===== src/rtl/cpu_types_pkg.sv =====
// Shared pipeline-control types: halt-drain state encoding, latch strobe bundle, perf counter indices.
package cpu_types_pkg;

  typedef enum logic [1:0] {
    RUN    = 2'd0,
    DRAIN  = 2'd1,
    HALTED = 2'd2
  } pipe_ctrl_state_t;

  typedef struct packed {
    logic pc_en;
    logic pc_redirect;
    logic ifid_en;
    logic ifid_flush;
    logic idex_en;
    logic idex_flush;
    logic exmem_en;
    logic exmem_flush;
    logic memwb_en;
    logic imem_ren;
    logic halt;
  } pipe_strobe_t;

  localparam int NUM_PERF  = 3;
  localparam int PERF_CYC  = 0;
  localparam int PERF_STL  = 1;
  localparam int PERF_RDR  = 2;

endpackage


===== src/rtl/pipeline_ctrl_perf_counters.sv =====
// Saturating performance counters; one pipe_sat_cnt instance per event line.
module pipe_sat_cnt #(
  parameter int CNT_W = 32
) (
  input  logic             CLK,
  input  logic             RST,
  input  logic             inc,
  output logic [CNT_W-1:0] cnt
);
  always_ff @(posedge CLK) begin
    if (RST)                   cnt <= '0;
    else if (inc && ~&cnt)     cnt <= cnt + 1'b1;
  end
endmodule

module pipe_perf_counters #(
  parameter int CNT_W = 32,
  parameter int NUM   = 3
) (
  input  logic                      CLK,
  input  logic                      RST,
  input  logic [NUM-1:0]            inc,
  output logic [NUM-1:0][CNT_W-1:0] cnt
);
  for (genvar g = 0; g < NUM; g++) begin : g_cnt
    pipe_sat_cnt #(.CNT_W(CNT_W)) u_cnt (
      .CLK (CLK),
      .RST (RST),
      .inc (inc[g]),
      .cnt (cnt[g])
    );
  end
endmodule


===== src/rtl/pipeline_ctrl.sv =====
// Pipeline latch enable/flush control and halt-drain FSM for the 5-stage core.
// Optional perf counters under `PIPELINE_CTRL_PERF_CNT_EN.
module pipeline_ctrl
  import cpu_types_pkg::*;
#(
  parameter int CNT_W        = 32,
  parameter int DRAIN_STAGES = 3
) (
  input  logic CLK,
  input  logic RST,
  input  logic ihit,
  input  logic dhit,
  input  logic id_hazard,
  input  logic id_branch,
  input  logic id_jump,
  input  logic id_halt,
  input  logic mem_dmemREN,
  input  logic mem_dmemWEN,
  output logic pc_en,
  output logic pc_redirect,
  output logic ifid_en,
  output logic ifid_flush,
  output logic idex_en,
  output logic idex_flush,
  output logic exmem_en,
  output logic exmem_flush,
  output logic memwb_en,
  output logic imemREN,
  output logic halt
`ifdef PIPELINE_CTRL_PERF_CNT_EN
  ,
  output logic [CNT_W-1:0] perf_cycles,
  output logic [CNT_W-1:0] perf_stalls,
  output logic [CNT_W-1:0] perf_redirects
`endif
);

  localparam int DCNT_W = $clog2(DRAIN_STAGES + 1);

  pipe_ctrl_state_t  state;
  logic [DCNT_W-1:0] drain_cnt;
  logic              dstall;
  logic              redirect;
  pipe_strobe_t      s;

  assign dstall   = (mem_dmemREN | mem_dmemWEN) & ~dhit;
  assign redirect = id_branch | id_jump;

  always_comb begin
    s = '0;
    case (state)
      RUN: begin
        s.imem_ren = 1'b1;
        if (dstall) begin
          // memory stall freezes everything, fetch request held
        end else if (id_hazard) begin
          s.idex_en    = 1'b1;
          s.idex_flush = 1'b1;
          s.exmem_en   = 1'b1;
          s.memwb_en   = 1'b1;
        end else if (id_halt) begin
          // HALT moves into ID/EX; younger fetch squashed, PC frozen
          s.ifid_en    = 1'b1;
          s.ifid_flush = 1'b1;
          s.idex_en    = 1'b1;
          s.exmem_en   = 1'b1;
          s.memwb_en   = 1'b1;
        end else if (redirect) begin
          s.pc_en       = 1'b1;
          s.pc_redirect = 1'b1;
          s.ifid_en     = 1'b1;
          s.ifid_flush  = 1'b1;
          s.idex_en     = 1'b1;
          s.exmem_en    = 1'b1;
          s.memwb_en    = 1'b1;
        end else if (!ihit) begin
          s.ifid_en    = 1'b1;
          s.ifid_flush = 1'b1;
          s.idex_en    = 1'b1;
          s.exmem_en   = 1'b1;
          s.memwb_en   = 1'b1;
        end else begin
          s.pc_en    = 1'b1;
          s.ifid_en  = 1'b1;
          s.idex_en  = 1'b1;
          s.exmem_en = 1'b1;
          s.memwb_en = 1'b1;
        end
      end
      DRAIN: begin
        if (!dstall) begin
          s.ifid_en    = 1'b1;
          s.ifid_flush = 1'b1;
          s.idex_en    = 1'b1;
          s.idex_flush = 1'b1;
          s.exmem_en   = 1'b1;
          s.memwb_en   = 1'b1;
        end
      end
      HALTED: s.halt = 1'b1;
      default: ;
    endcase
  end

  assign pc_en       = s.pc_en;
  assign pc_redirect = s.pc_redirect;
  assign ifid_en     = s.ifid_en;
  assign ifid_flush  = s.ifid_flush;
  assign idex_en     = s.idex_en;
  assign idex_flush  = s.idex_flush;
  assign exmem_en    = s.exmem_en;
  assign exmem_flush = s.exmem_flush;
  assign memwb_en    = s.memwb_en;
  assign imemREN     = s.imem_ren;
  assign halt        = s.halt;

  always_ff @(posedge CLK) begin
    if (RST) begin
      state     <= RUN;
      drain_cnt <= '0;
    end else begin
      case (state)
        RUN: if (!dstall && !id_hazard && id_halt) begin
          state     <= DRAIN;
          drain_cnt <= DCNT_W'(1);
        end
        DRAIN: if (!dstall) begin
          if (drain_cnt == DCNT_W'(DRAIN_STAGES)) state <= HALTED;
          else                                    drain_cnt <= drain_cnt + 1'b1;
        end
        HALTED: ;
        default: state <= RUN;
      endcase
    end
  end

`ifdef PIPELINE_CTRL_PERF_CNT_EN
  logic [NUM_PERF-1:0]            perf_inc;
  logic [NUM_PERF-1:0][CNT_W-1:0] perf_cnt;

  always_comb begin
    perf_inc           = '0;
    perf_inc[PERF_CYC] = (state != HALTED);
    perf_inc[PERF_STL] = (state == RUN) & ~s.pc_en;
    perf_inc[PERF_RDR] = s.pc_redirect;
  end

  pipe_perf_counters #(.CNT_W(CNT_W), .NUM(NUM_PERF)) u_perf (
    .CLK (CLK),
    .RST (RST),
    .inc (perf_inc),
    .cnt (perf_cnt)
  );

  assign perf_cycles    = perf_cnt[PERF_CYC];
  assign perf_stalls    = perf_cnt[PERF_STL];
  assign perf_redirects = perf_cnt[PERF_RDR];
`endif

endmodule


===== config.mk =====
export PLATFORM = sky130hd
export DESIGN_NAME = pipeline_ctrl
export DESIGN_NICKNAME = d
export VERILOG_FILES = /design/src/rtl/cpu_types_pkg.sv /design/src/rtl/pipeline_ctrl_perf_counters.sv /design/src/rtl/pipeline_ctrl.sv
export SDC_FILE = /design/constraint.sdc
export NUM_CORES = 1
export LEC_CHECK = 0
export ABC_CLOCK_PERIOD_IN_PS = 1200
export CAP_MARGIN = 20
export CORE_AREA = 2 2 39 41
export DETAILED_ROUTE_END_ITERATION = 8
export DIE_AREA = 0 0 41 43
export GPL_TIMING_DRIVEN = 1
export SYNTH_ARGS = -nofsm -noshare
export SYNTH_HDL_FRONTEND = slang
export SYNTH_SLANG_ARGS = --single-unit
export TNS_END_PERCENT = 10

===== constraint.sdc =====
create_clock -name CLK -period 1.2 [get_ports CLK]
set_input_delay 0.12 -clock CLK [delete_from_list [all_inputs] [get_ports CLK]]
set_output_delay 0.12 -clock CLK [all_outputs]
set_load 0.1 [all_outputs]

==> impl_results.md <==
- Worst path required time: roughly 1.1 ns
- Switching pwr: roughly 350 uW
- Crit Path Category: reg -> out
- Num ports: 21
- Leading area contributor after synthesis: dfxtp_1
- Post-Syn Instances: 42
- Total global-route track usage: approximately 15%
- Synth top area share: between 20% and 30%
- WP buf/inv: 1
- Routed via count: 400
- Clk Latency, worst-skew pair: ~0.24 ns
- Antenna violations before repair: 0
- Vias per cell: approximately 4.5
- First-pass DRT Iterations: 2
- Setup-failing EPs final: 13
- Drt wl/cell: 12.07 um
- TritonCTS clock tree: done
- Dpl ws: -0.3403 ns
- Port buffer count: 19
- Final worst-path cycle share: 120.8%
- CP peak stage delay: between 0.3 and 0.4 ns
- Worst Path Max Fanout: 3
- Cell internal pwr: between 400 and 500 uW
- Iteration-0 DRC Markers: 2
- Hold Worst Slack: about 0.37 ns
- Sequential power share: 18.3%
- DP HPWL: ~740 um
- RSZ-0062 raised after global routing: true
- Crit path cell chain: or2_4 > nor4_4 > buf_12
- Overflow after GRT: 0
- ANT cells: 0
- Failing checks: negative setup slack
- CP max stage cell: dfxtp_4
- Final Hold Viols: 0
- Layout area overhead: 158.1%
- Synthesized Nets: 53
- Starting Density: between 20% and 30%
- PD cells: about 950 nW/um^2
- Pwr Total: 794.6 uW
- Register area share after synthesis: around a quarter
- Critical Path Source Type: flop
- CTS Hold Bufs: 0
- Final net count: 85
- Leakage power: ~0.38 nW
- Worst min path class: in -> reg
- Root buf cell: clkbuf_4
- Utilization after layout: roughly 61%
- Longest Clk Path Bufs: 2
- Clock transition at the registers of the reported paths: about 0.04 ns
- Max_cap viols: 0
- Top delay family on crit path: simple AND/OR/NAND/NOR gates
- Post-route minimum period: about 1.4 ns
- Worst setup EP type: primary output
- Mapped Area: between 300 and 400 um^2
- Status: complete, but fails checks
- Clock sinks: 4
- Final max-slew violation count: 0
- Max Clock Freq: ~0.7 GHz
- Fin worst setup slack: -0.2495 ns
- Vias in the first global route: around 410
- Distinct cells, synth: 25
- Clock Skews: between 0.005 and 0.006 ns
- Post-synthesis register bit count: 4
- Final cell count without fillers: roughly 90
- First-pass GRT wire length: between 1500 and 2000 um
- Largest net degree at the start of global routing: 7
- Die Ht: roughly 43 um
- Logic pwr share: 60.2%
- Residual DRC count: 0
- Maximum vdd drop: 653.3 uV
- Rows: 14
- Die area: about 1800 um^2
- CORE AREA: between 1000 and 1500 um^2
- Die W: just over 40 um
- Ys Warns: 0
- Top cells by area, synth: dfxtp_1 (25%), inv_1 (6.9%), buf_4 (4.6%), nand2_1 (4.6%), a211oi_2 (3.8%)
- Gpl congestion: 0.6488
- Net Sw Frac: between 40% and 50%
- Layout cells sized above 1: 61.11%
- Final ANT Viol Nets: 0
- Clk pwr share: a little over a fifth
- Final wirelength: 1062 um
- H-tree levels: 1
- Syn Area/Cell: roughly 7.7 um^2
- Inserted Clock Buffers: 3
- Placed insts: between 80 and 90
- Critical path data arrival time: around 1.3 ns
-- cell families after synthesis --
group           share of synthesized area (%)
fa+ha+maj                               3.846
other cells                             1.153
simple gates                            28.46
buf+inv                                 15.00
flops                                   24.62
compound gates                          26.92
-- through the flow --
step / TNS (ns) / area [um^2]
floorplan: -4.367 / 370.4
global placement: -3.086 / 729.5
detailed placement: -3.238 / 729.5
CTS: -1.585 / 820.8
global route: -1.860 / 839.6
finish: -1.237 / 839.6
-- power groups by stage --
stage / clock [mW] / combinational, mW / sequential [mW]
final: 0.171 / 0.478 / 0.146
after global routing: 0.184 / 0.500 / 0.146
after CTS: 0.179 / 0.476 / 0.146
after detailed placement: 0 / 0.440 / 0.152
after global placement: 0 / 0.438 / 0.152
after floorplan: 0 / 0.276 / 0.147
-- tightest hold or removal path, stage by stage --
cell            delay (ns)
dlymetal6s2s_1        0.12
or3b_4                0.15
a211oi_2              0.06
o32ai_1               0.10
-- placed cells by master, fill, tap and decap left out, types with 2 or more instances in the layout --
cell	count
a21oi_4	2
buf_12	10
buf_4	8
buf_6	2
clkbuf_4	3
clkdlybuf4s50_1	2
dfxtp_1	2
dlygate4sd2_1	3
dlymetal6s2s_1	4
inv_1	2
inv_2	2
nand2_1	3
nor2_4	2
nor3_1	2
nor4_4	2
-- cell usage after synthesis (all sizes together) --
cell type	number
inv	6
dfxtp	4
nand2	4
buf	3
nor2	3
a21oi	2
nor3	2
nor4	2
a211oi	1
a31o	1
and3	1
conb	1
ha	1
nand3	1
nand3b	1
o2111a	1
o21a	1
o21ba	1
o21bai	1
o221a	1
o32ai	1
or2	1
or2b	1
or3b	1
-- sequential cells by signal, indices dropped and copies added (netlist names) --
| signal | count |
|---|---|
| drain_cnt | 2 |
| state | 2 |
-- worst paths after layout --
path | slack (ns) | depth (start not counted) | start | to
worst max register to register | -0.16 | 4 | state[0] | drain_cnt[0]
worst min-delay path | 0.37 | 4 | id_hazard | drain_cnt[1]
worst min register to register | 0.48 | 2 | drain_cnt[1] | drain_cnt[1]
worst max-delay path | -0.25 | 3 | state[0] | pc_en
-- per-layer routing --
metal / routed length, um / global-route usage (%) / vias to the layer above / share of wire [%]
met2: 560 / 23.75 / 17 / 53
met3: 88 / 4.188 / 0 / 8.3
met1: 412 / 18.39 / 176 / 39
met5: 0 / 0 / - / 0
met4: 0 / 6.000 / 0 / 0
li1: - / - / 207 / -
-- area by class of cell --
| type | count | area (um^2) |
|---|---|---|
| clock buffer | 3 | 22.52 |
| tap | 16 | 20.02 |
| multi-input combinational | 29 | 287.8 |
| sequential | 4 | 85.08 |
| fill | 125 | 544.3 |
| inverter | 6 | 30.03 |
| timing repair buffer | 30 | 394.1 |
-- repair_timing --
item / CTS / global route
gates resized for setup: 23 / 7
endpoints found under the setup margin: 12 / 13
buffers inserted: 1 / 0
pin swaps: 8 / 4
endpoints found under the hold margin: 0 / 0
No activity file was read; power rests on OpenSTA's default activity.
